[config.mk]
export PLATFORM = sky130hd
export DESIGN_NAME = alu_uart_tx
export DESIGN_NICKNAME = d
export VERILOG_FILES = /design/src/rtl/alu_uart_pkg.sv /design/src/rtl/uart_bit_timer.sv /design/src/rtl/alu_uart_tx.sv
export SDC_FILE = /design/constraint.sdc
export NUM_CORES = 1
export LEC_CHECK = 0
export BUFFER_PORTS_ARGS = -buffer_cell sky130_fd_sc_hd__buf_2
export CORE_MARGIN = 3
export CORE_UTILIZATION = 58
export CTS_BUF_LIST = sky130_fd_sc_hd__clkbuf_16
export CTS_CLUSTER_SIZE = 14
export DETAILED_ROUTE_END_ITERATION = 10
export GPL_TIMING_DRIVEN = 1
export PLACE_DENSITY = 0.88
export SYNTH_ARGS = -nofsm -noshare
export SYNTH_HDL_FRONTEND = slang
export SYNTH_SLANG_ARGS = --single-unit
export TNS_END_PERCENT = 20
[constraint.sdc]
create_clock -name CLK -period 2.31 [get_ports CLK]
set_input_delay 0.231 -clock CLK [delete_from_list [all_inputs] [get_ports CLK]]
set_output_delay 0.231 -clock CLK [all_outputs]
set_load 0.02 [all_outputs]
[src/rtl/alu_uart_pkg.sv]
// Shared definitions for the ALU UART transmitter and its bit timer.
// Optional parity state enabled by ALU_UART_TX_PARITY_EN.
package alu_uart_pkg;

    localparam int unsigned CLKS_PER_BIT_DEFAULT = 5208;
    localparam int unsigned SIZEDATA_DEFAULT     = 8;
    localparam logic        LINE_IDLE            = 1'b1;

    typedef enum logic [2:0] {
        ST_IDLE   = 3'd0,
        ST_START  = 3'd1,
        ST_DATA   = 3'd2,
`ifdef ALU_UART_TX_PARITY_EN
        ST_PARITY = 3'd3,
`endif
        ST_STOP   = 3'd4
    } state_t;

endpackage

[src/rtl/uart_bit_timer.sv]
// Bit-period timer: counts 0..CLKS_PER_BIT-1, bit_tick marks the last cycle of a bit.
// pre_tick_c flags that the coming cycle is the last one, for lookahead registering.
module uart_bit_timer
    import alu_uart_pkg::*;
#(
    parameter int unsigned CLKS_PER_BIT = CLKS_PER_BIT_DEFAULT
) (
    input  logic CLK,
    input  logic RESET_N,
    input  logic clear,
    output logic bit_tick,
    output logic pre_tick_c
);

    localparam int unsigned CW = (CLKS_PER_BIT > 1) ? $clog2(CLKS_PER_BIT) : 1;
    localparam logic [CW-1:0] LAST = CW'(CLKS_PER_BIT - 1);

    logic [CW-1:0] cnt_q;
    logic [CW-1:0] cnt_d;

    always_comb begin
        cnt_d = cnt_q;
        if (clear || (cnt_q == LAST)) begin
            cnt_d = '0;
        end else begin
            cnt_d = cnt_q + CW'(1);
        end
    end

    assign pre_tick_c = (cnt_d == LAST);

    always_ff @(posedge CLK or negedge RESET_N) begin
        if (!RESET_N) begin
            cnt_q    <= '0;
            bit_tick <= 1'b0;
        end else begin
            cnt_q    <= cnt_d;
            bit_tick <= pre_tick_c;
        end
    end

endmodule

[src/rtl/alu_uart_tx.sv]
// UART 8N1 transmitter for ALU results: latches a byte on TX_START, sends it LSB first.
// Define ALU_UART_TX_PARITY_EN to insert an even-parity bit after the data bits.
module alu_uart_tx
    import alu_uart_pkg::*;
#(
    parameter int unsigned SIZEDATA     = SIZEDATA_DEFAULT,
    parameter int unsigned CLKS_PER_BIT = CLKS_PER_BIT_DEFAULT
) (
    input  logic                CLK,
    input  logic                RESET_N,
    input  logic                TX_START,
    input  logic [SIZEDATA-1:0] TX_DATA,
    output logic                TX,
    output logic                TX_BUSY,
    output logic                TX_DONE
);

    localparam int unsigned IW = (SIZEDATA > 1) ? $clog2(SIZEDATA) : 1;
    localparam logic [IW-1:0] LAST_IDX = IW'(SIZEDATA - 1);

    state_t              state_q, state_d;
    logic [SIZEDATA-1:0] shift_q, shift_d;
    logic [IW-1:0]       idx_q, idx_d;
    logic                tx_q, tx_d;
    logic                busy_q, busy_d;
    logic                done_q, done_d;
    logic                bit_tick;
    logic                pre_tick_c;
`ifdef ALU_UART_TX_PARITY_EN
    logic                par_q, par_d;
`endif

    uart_bit_timer #(
        .CLKS_PER_BIT(CLKS_PER_BIT)
    ) u_timer (
        .CLK       (CLK),
        .RESET_N   (RESET_N),
        .clear     (state_q == ST_IDLE),
        .bit_tick  (bit_tick),
        .pre_tick_c(pre_tick_c)
    );

    // Next state plus lookahead of the registered line outputs.
    always_comb begin
        state_d = state_q;
        shift_d = shift_q;
        idx_d   = idx_q;
`ifdef ALU_UART_TX_PARITY_EN
        par_d   = par_q;
`endif
        unique case (state_q)
            ST_IDLE: begin
                if (TX_START) begin
                    shift_d = TX_DATA;
                    idx_d   = '0;
                    state_d = ST_START;
`ifdef ALU_UART_TX_PARITY_EN
                    par_d   = ^TX_DATA;
`endif
                end
            end
            ST_START: begin
                if (bit_tick) begin
                    idx_d   = '0;
                    state_d = ST_DATA;
                end
            end
            ST_DATA: begin
                if (bit_tick) begin
                    if (idx_q == LAST_IDX) begin
`ifdef ALU_UART_TX_PARITY_EN
                        state_d = ST_PARITY;
`else
                        state_d = ST_STOP;
`endif
                    end else begin
                        shift_d = shift_q >> 1;
                        idx_d   = idx_q + IW'(1);
                    end
                end
            end
`ifdef ALU_UART_TX_PARITY_EN
            ST_PARITY: begin
                if (bit_tick) begin
                    state_d = ST_STOP;
                end
            end
`endif
            ST_STOP: begin
                if (bit_tick) begin
                    state_d = ST_IDLE;
                end
            end
            default: state_d = ST_IDLE;
        endcase

        tx_d = LINE_IDLE;
        unique case (state_d)
            ST_START:  tx_d = 1'b0;
            ST_DATA:   tx_d = shift_d[0];
`ifdef ALU_UART_TX_PARITY_EN
            ST_PARITY: tx_d = par_d;
`endif
            default:   tx_d = LINE_IDLE;
        endcase

        busy_d = (state_d != ST_IDLE);
        done_d = (state_d == ST_STOP) && pre_tick_c;
    end

    always_ff @(posedge CLK or negedge RESET_N) begin
        if (!RESET_N) begin
            state_q <= ST_IDLE;
            shift_q <= '0;
            idx_q   <= '0;
            tx_q    <= LINE_IDLE;
            busy_q  <= 1'b0;
            done_q  <= 1'b0;
`ifdef ALU_UART_TX_PARITY_EN
            par_q   <= 1'b0;
`endif
        end else begin
            state_q <= state_d;
            shift_q <= shift_d;
            idx_q   <= idx_d;
            tx_q    <= tx_d;
            busy_q  <= busy_d;
            done_q  <= done_d;
`ifdef ALU_UART_TX_PARITY_EN
            par_q   <= par_d;
`endif
        end
    end

    assign TX      = tx_q;
    assign TX_BUSY = busy_q;
    assign TX_DONE = done_q;

endmodule

* Yosys cells after proc, flatten, opt, wreduce, memory -nomap -nowiden
Index checks and enable logic that the tools add are counted.
Operators by class: $add $sub $neg 2, $mul 0, div/mod/pow operators 0, order comparisons 0, equal/unequal tests 13, shift operators 0, multiplexer cells 17, bitwise logic cells 0, reductions and logical operators 8
Operators by type and width (number):
- $mux 3 | 9
- $eq 13x13->1 const B | 2
- $mux 8 | 3
- $pmux 8 s2 | 1
- $add 13x1->13 const B | 1
- $mux 13 | 1
- $pmux 3 s4 | 1
- $eq 3x3->1 const B | 3
- $pmux 3 s3 | 1
- $eq 3x1->1 const B | 2
- $eq 3x2->1 const B | 2
- $reduce_bool 3->1 | 2
- $reduce_and 5->1 | 1
- $ne 2x1->1 const B | 2
- $ne 2x2->1 const B | 2
- $reduce_and 4->1 | 1
- $add 3x1->3 const B | 1
- $logic_not 3->1 | 1
- $pmux 1 s2 | 1
- $reduce_bool 2->1 | 1
- $logic_and 1x1->1 | 1
- $logic_or 1x1->1 | 1
Word-level totals: register bits after elaboration 31, bits in latches 0, bits in writable memories 0, bits in read-only memories 0, input port bits 11, output and inout bits 3, logic and storage cells 49, memories 0

* Longest topological paths before layout
depth after elaboration 6, mapped depth 7, depth with buffers taken out 6

* Cells and area by module
A second synthesis with hierarchy kept.
Second synthesis, totals: cell total of the unflattened synthesis 141, area, all modules 1535.2 um^2
By module, submodules not included:
- alu_uart_tx | times used 1, cells an instance 68, area an instance 783.3 um^2, seq. area each 426.7 um^2
- uart_bit_timer | times used 1, cells an instance 73, area an instance 752.0 um^2, seq. area each 350.3 um^2

* Worst setup path after synthesis
Ideal clock, no wire load.
path kind register -> register, start point reg idx_q[0], end point reg idx_q[0], setup time 0.125 ns, arrival time 1.600 ns, data required time 2.185 ns, setup slack 0.586 ns, stages on the path, launching flop included 7, cell sequence dfrtp_1 -> ha_1 -> ha_1 -> nor3b_2 -> o21ai_0 -> a21o_1 -> mux2_2
Between the ends: cells in the longest elaborated chain, start to end 4, elaborated cells between the ends (all ways) 7, those cells by class 1 x add/sub; 2 x eq/ne; 3 x mux; 1 x reduce/logical
RTL lines:
- start, declared | line alu_uart_tx.sv:23 | logic [IW-1:0] idx_q, idx_d;
- start signal, assigned | line alu_uart_tx.sv:125 | idx_q <= idx_d;
- $add 3x1->3 | line alu_uart_tx.sv:78 | idx_d = idx_q + IW'(1);
- $mux 3 | line alu_uart_tx.sv:70 | if (idx_q == LAST_IDX) begin
- $mux 3 | line alu_uart_tx.sv:69 | if (bit_tick) begin
- $pmux 3 s3 | line alu_uart_tx.sv:51 | unique case (state_q)
Several ways; a longest one is shown, not always the timed one. The select of a mux whose other input is x is not followed. A chain may end at the register's enable or synchronous reset.

* Worst setup path in the final report
start point reg idx_q[0], end point reg tx_q, in the netlist TX
Between the ends: cells in the longest elaborated chain, start to end 6, elaborated cells between the ends (all ways) 10, those cells by class 3 x eq/ne; 7 x mux
RTL lines:
- $eq 3x3->1 (*) | line alu_uart_tx.sv:70
- $mux 3 | line alu_uart_tx.sv:70
- $mux 3 | line alu_uart_tx.sv:69
- $pmux 3 s4 | line alu_uart_tx.sv:51
- $eq 3x2->1 or $eq 3x1->1 (tied branches) | line alu_uart_tx.sv:98 | unique case (state_d)
- $pmux 1 s2 (*) | line alu_uart_tx.sv:98
- via tx_d | line alu_uart_tx.sv:24 | logic tx_q, tx_d;
- end signal, assigned | line alu_uart_tx.sv:126 | tx_q <= tx_d;
- end, declared | line alu_uart_tx.sv:24
Mark *: on every way through the listed nets, which the timed path passes. The rest lies on a longest branch. The select of a mux whose other input is x is not followed.

==> flow_summary.ini <==
[timing]
max-slew-margin-rel = 0.558
worst_slew_pin_slew_ps = 663
max_freq_mhz = 528
setup_viol = 0
final.setup.tns_ps = 0
final_max_slew_viol_count = 0
hold_slack_ps = -9.50
fin_skew_ps = 4.97
hold_violations = 9
fin_ws_ps = 415
rsz0062_at_grt = false
fin_crit_ps = 1890
period_share = 0.820

[drt]
antenna_left = 0
vias_per_cell = 5.93
wirelength_um = 2920
routedWlPerCell_um = 14.9
dr.pass1.iters = 4
drc = 0
drt-initial-drc-count = 57
vias = 1163

[logic_synthesis]
synth_top_area_share = 0.482
synth.cell_area_um2 = 1560
synthSimpleGateAreaFrac = 0.234
avgSynthCellArea_um2 = 10.5
yosysSeqAreaShare = 0.499
synthMuxAreaShare = 0.0137
yosysMostFrequentCell = dfrtp_1
synth_compound_area_frac = 0.141
synth_top_family_by_area = simple AND/OR/NAND/NOR gates
synth_area_leaders = dfrtp_1 48%, nand2_1 4.6%, xnor2_1 3.9%
yosysTopAreaCell = dfrtp_1
async_flop_share = 1.00
ys_dominant_reg_cell = dfrtp_1
syn_nets = 163
synth_warnings = 0
synth_edf_count = 0
synthTopCellsByCount = 30 x dfrtp_1, 19 x nand2_1, 13 x nor2_1
ys_seq_elements = 31
synth_xor_xnor_area_share = 0.0506
synth_fa_ha_area_frac = 0.0241
netlist-cell-type-count = 45
synthCells = 149

[die]
die_area_um2 = 3340
die_x_um = 57.8
io_pins = 14
die_y_um = 57.8
num_rows = 18
start_util = 0.618
core_um2 = 2520

[critical_path]
worstRegToRegCells = 6
reg2reg_slack_ps = 420
critPathCaptureType = flop
required_ps = 2510
startpoint_type = flop
rr_startpoint = idx_q[0]
crit_fanout = 10
path_class = flop to flop
r2r-end = TX
critPathArrivalTime_ps = 2090

[global_route]
grt_max_degree = 32
grt_pass1_wl_um = 5130
globalRoute.totalOverflow = 0
track_usage = 0.201
grt_pass1_vias = 1161
antenna_found_initial = 0

[run_status]
status = finished with violations
violations = negative hold slack

[clocking]
cts_setup_buffers = 0
htree_num_levels = 2
cts_hold_buffers = 0
post_cts_resized = 0
cts_tree = done
worstSkewPairLatency_ps = 270
cts.sinks = 31
root_buffer = clkbuf_16
clk_pin_slew_worst_paths_ps = 50
clockBufferDepth = 2
cts_buffers = 5

[placed_design]
io_buffers = 13
placed_cells = 188
place_hpwl_um = 2200
place_congestion = 0.841
dp_slack_ps = 413

[power]
max-vdd-ir-drop_mv = 0.899
total_leakage_power_uw = 0.000780
cellPowerDensity_nw_per_um2 = 865

[layout]
drive_gt1_frac = 0.175
insertedDiodeCount = 0
fin_nets = 179
areaGrowthSynthToFinish_pct = 13.4
finalNonFillerCells = 196
regArea_um2 = 777
multi_input_area_um2 = 721
num-fill-cells = 185
fin_util = 0.700

[run]
maxCapViolCount = 0

[min_path]
hp-class = input pin to asynchronous set/reset pin
==> kinds of logic after synthesis <==
kind of cell,count (synthesis)
AO/OA/AOI/OAI,28
XOR/XNOR,9
adder cells (fa/ha/maj),3
buffers and inverters,11
flip-flops,31
multiplexers,2
AND/OR/NAND/NOR,65
==> metrics by stage <==
stage / hold slack [ps] / instance area, um^2 / power [uW]
after floorplan: -64.6 / 1560 / 876
after global placement: 297 / 1630 / 924
after detailed placement: 301 / 1630 / 947
after CTS: 22.7 / 1770 / 1540
after global routing: 56.4 / 1770 / 1620
final: -9.50 / 1770 / 1530
==> cell usage in the layout, fill, tap and decap left out, drive strengths merged, types with 2 or more instances in the layout <==
master / count
a22o: 3
a21oi: 6
nor4: 4
and2: 2
or3: 2
xor2: 2
nor3b: 2
nand3: 7
nand2: 19
clkbuf: 5
dfrtp: 30
xnor2: 7
buf: 14
nor3: 4
clkinv: 2
o21ai: 3
a22oi: 6
ha: 3
nor2: 13
inv: 7
nor2b: 3
nand4: 2
==> area by class of cell <==
class,count,area share
timing repair buffer,14,0.0411
clock buffer,5,0.0708
tap,30,0.0212
inverter,6,0.0127
clock inverter,3,0.00637
multi-input combinational,107,0.408
sequential,31,0.440
==> worst max path at each step <==
stage | cells past startpoint | slack (ps) | end | startpoint
after floorplan | 6 | 590 | idx_q[0] | idx_q[0]
after global placement | 6 | 560 | TX | idx_q[0]
after detailed placement | 6 | 410 | idx_q[0] | idx_q[0]
after CTS | 6 | 410 | idx_q[0] | idx_q[0]
after global routing | 6 | 300 | TX | idx_q[0]
final | 6 | 420 | TX | idx_q[0]
==> where the power goes <==
part / total [uW] / switching [uW] / internal [uW]
sequential: 718 / 97.5 / 620
clock: 591 / 205 / 386
combinational: 219 / 118 / 101
==> critical path: stages, from the launching register on <==
cell,delay [ps]
dfrtp_1,400
ha_1,200
ha_1,210
nor3b_2,300
and2_1,420
a221oi_2,150
a21oi_1,150
==> routing by layer <==
metal	wire, um	track usage
met1	1260	0.251
met5	0	0
met4	15	0.0397
met3	125	0.0601
met2	1510	0.345
==> registers in the layout (all words and copies together), names as in the netlist <==
| name | count |
|---|---|
| shift_q | 8 |
| idx_q | 3 |
| TX | 1 |
| u_timer.bit_tick | 1 |
| TX_BUSY | 1 |
| TX_DONE | 1 |
| u_timer.cnt_q | 13 |
| state_q | 3 |
No activity file was read; power rests on OpenSTA's default activity.
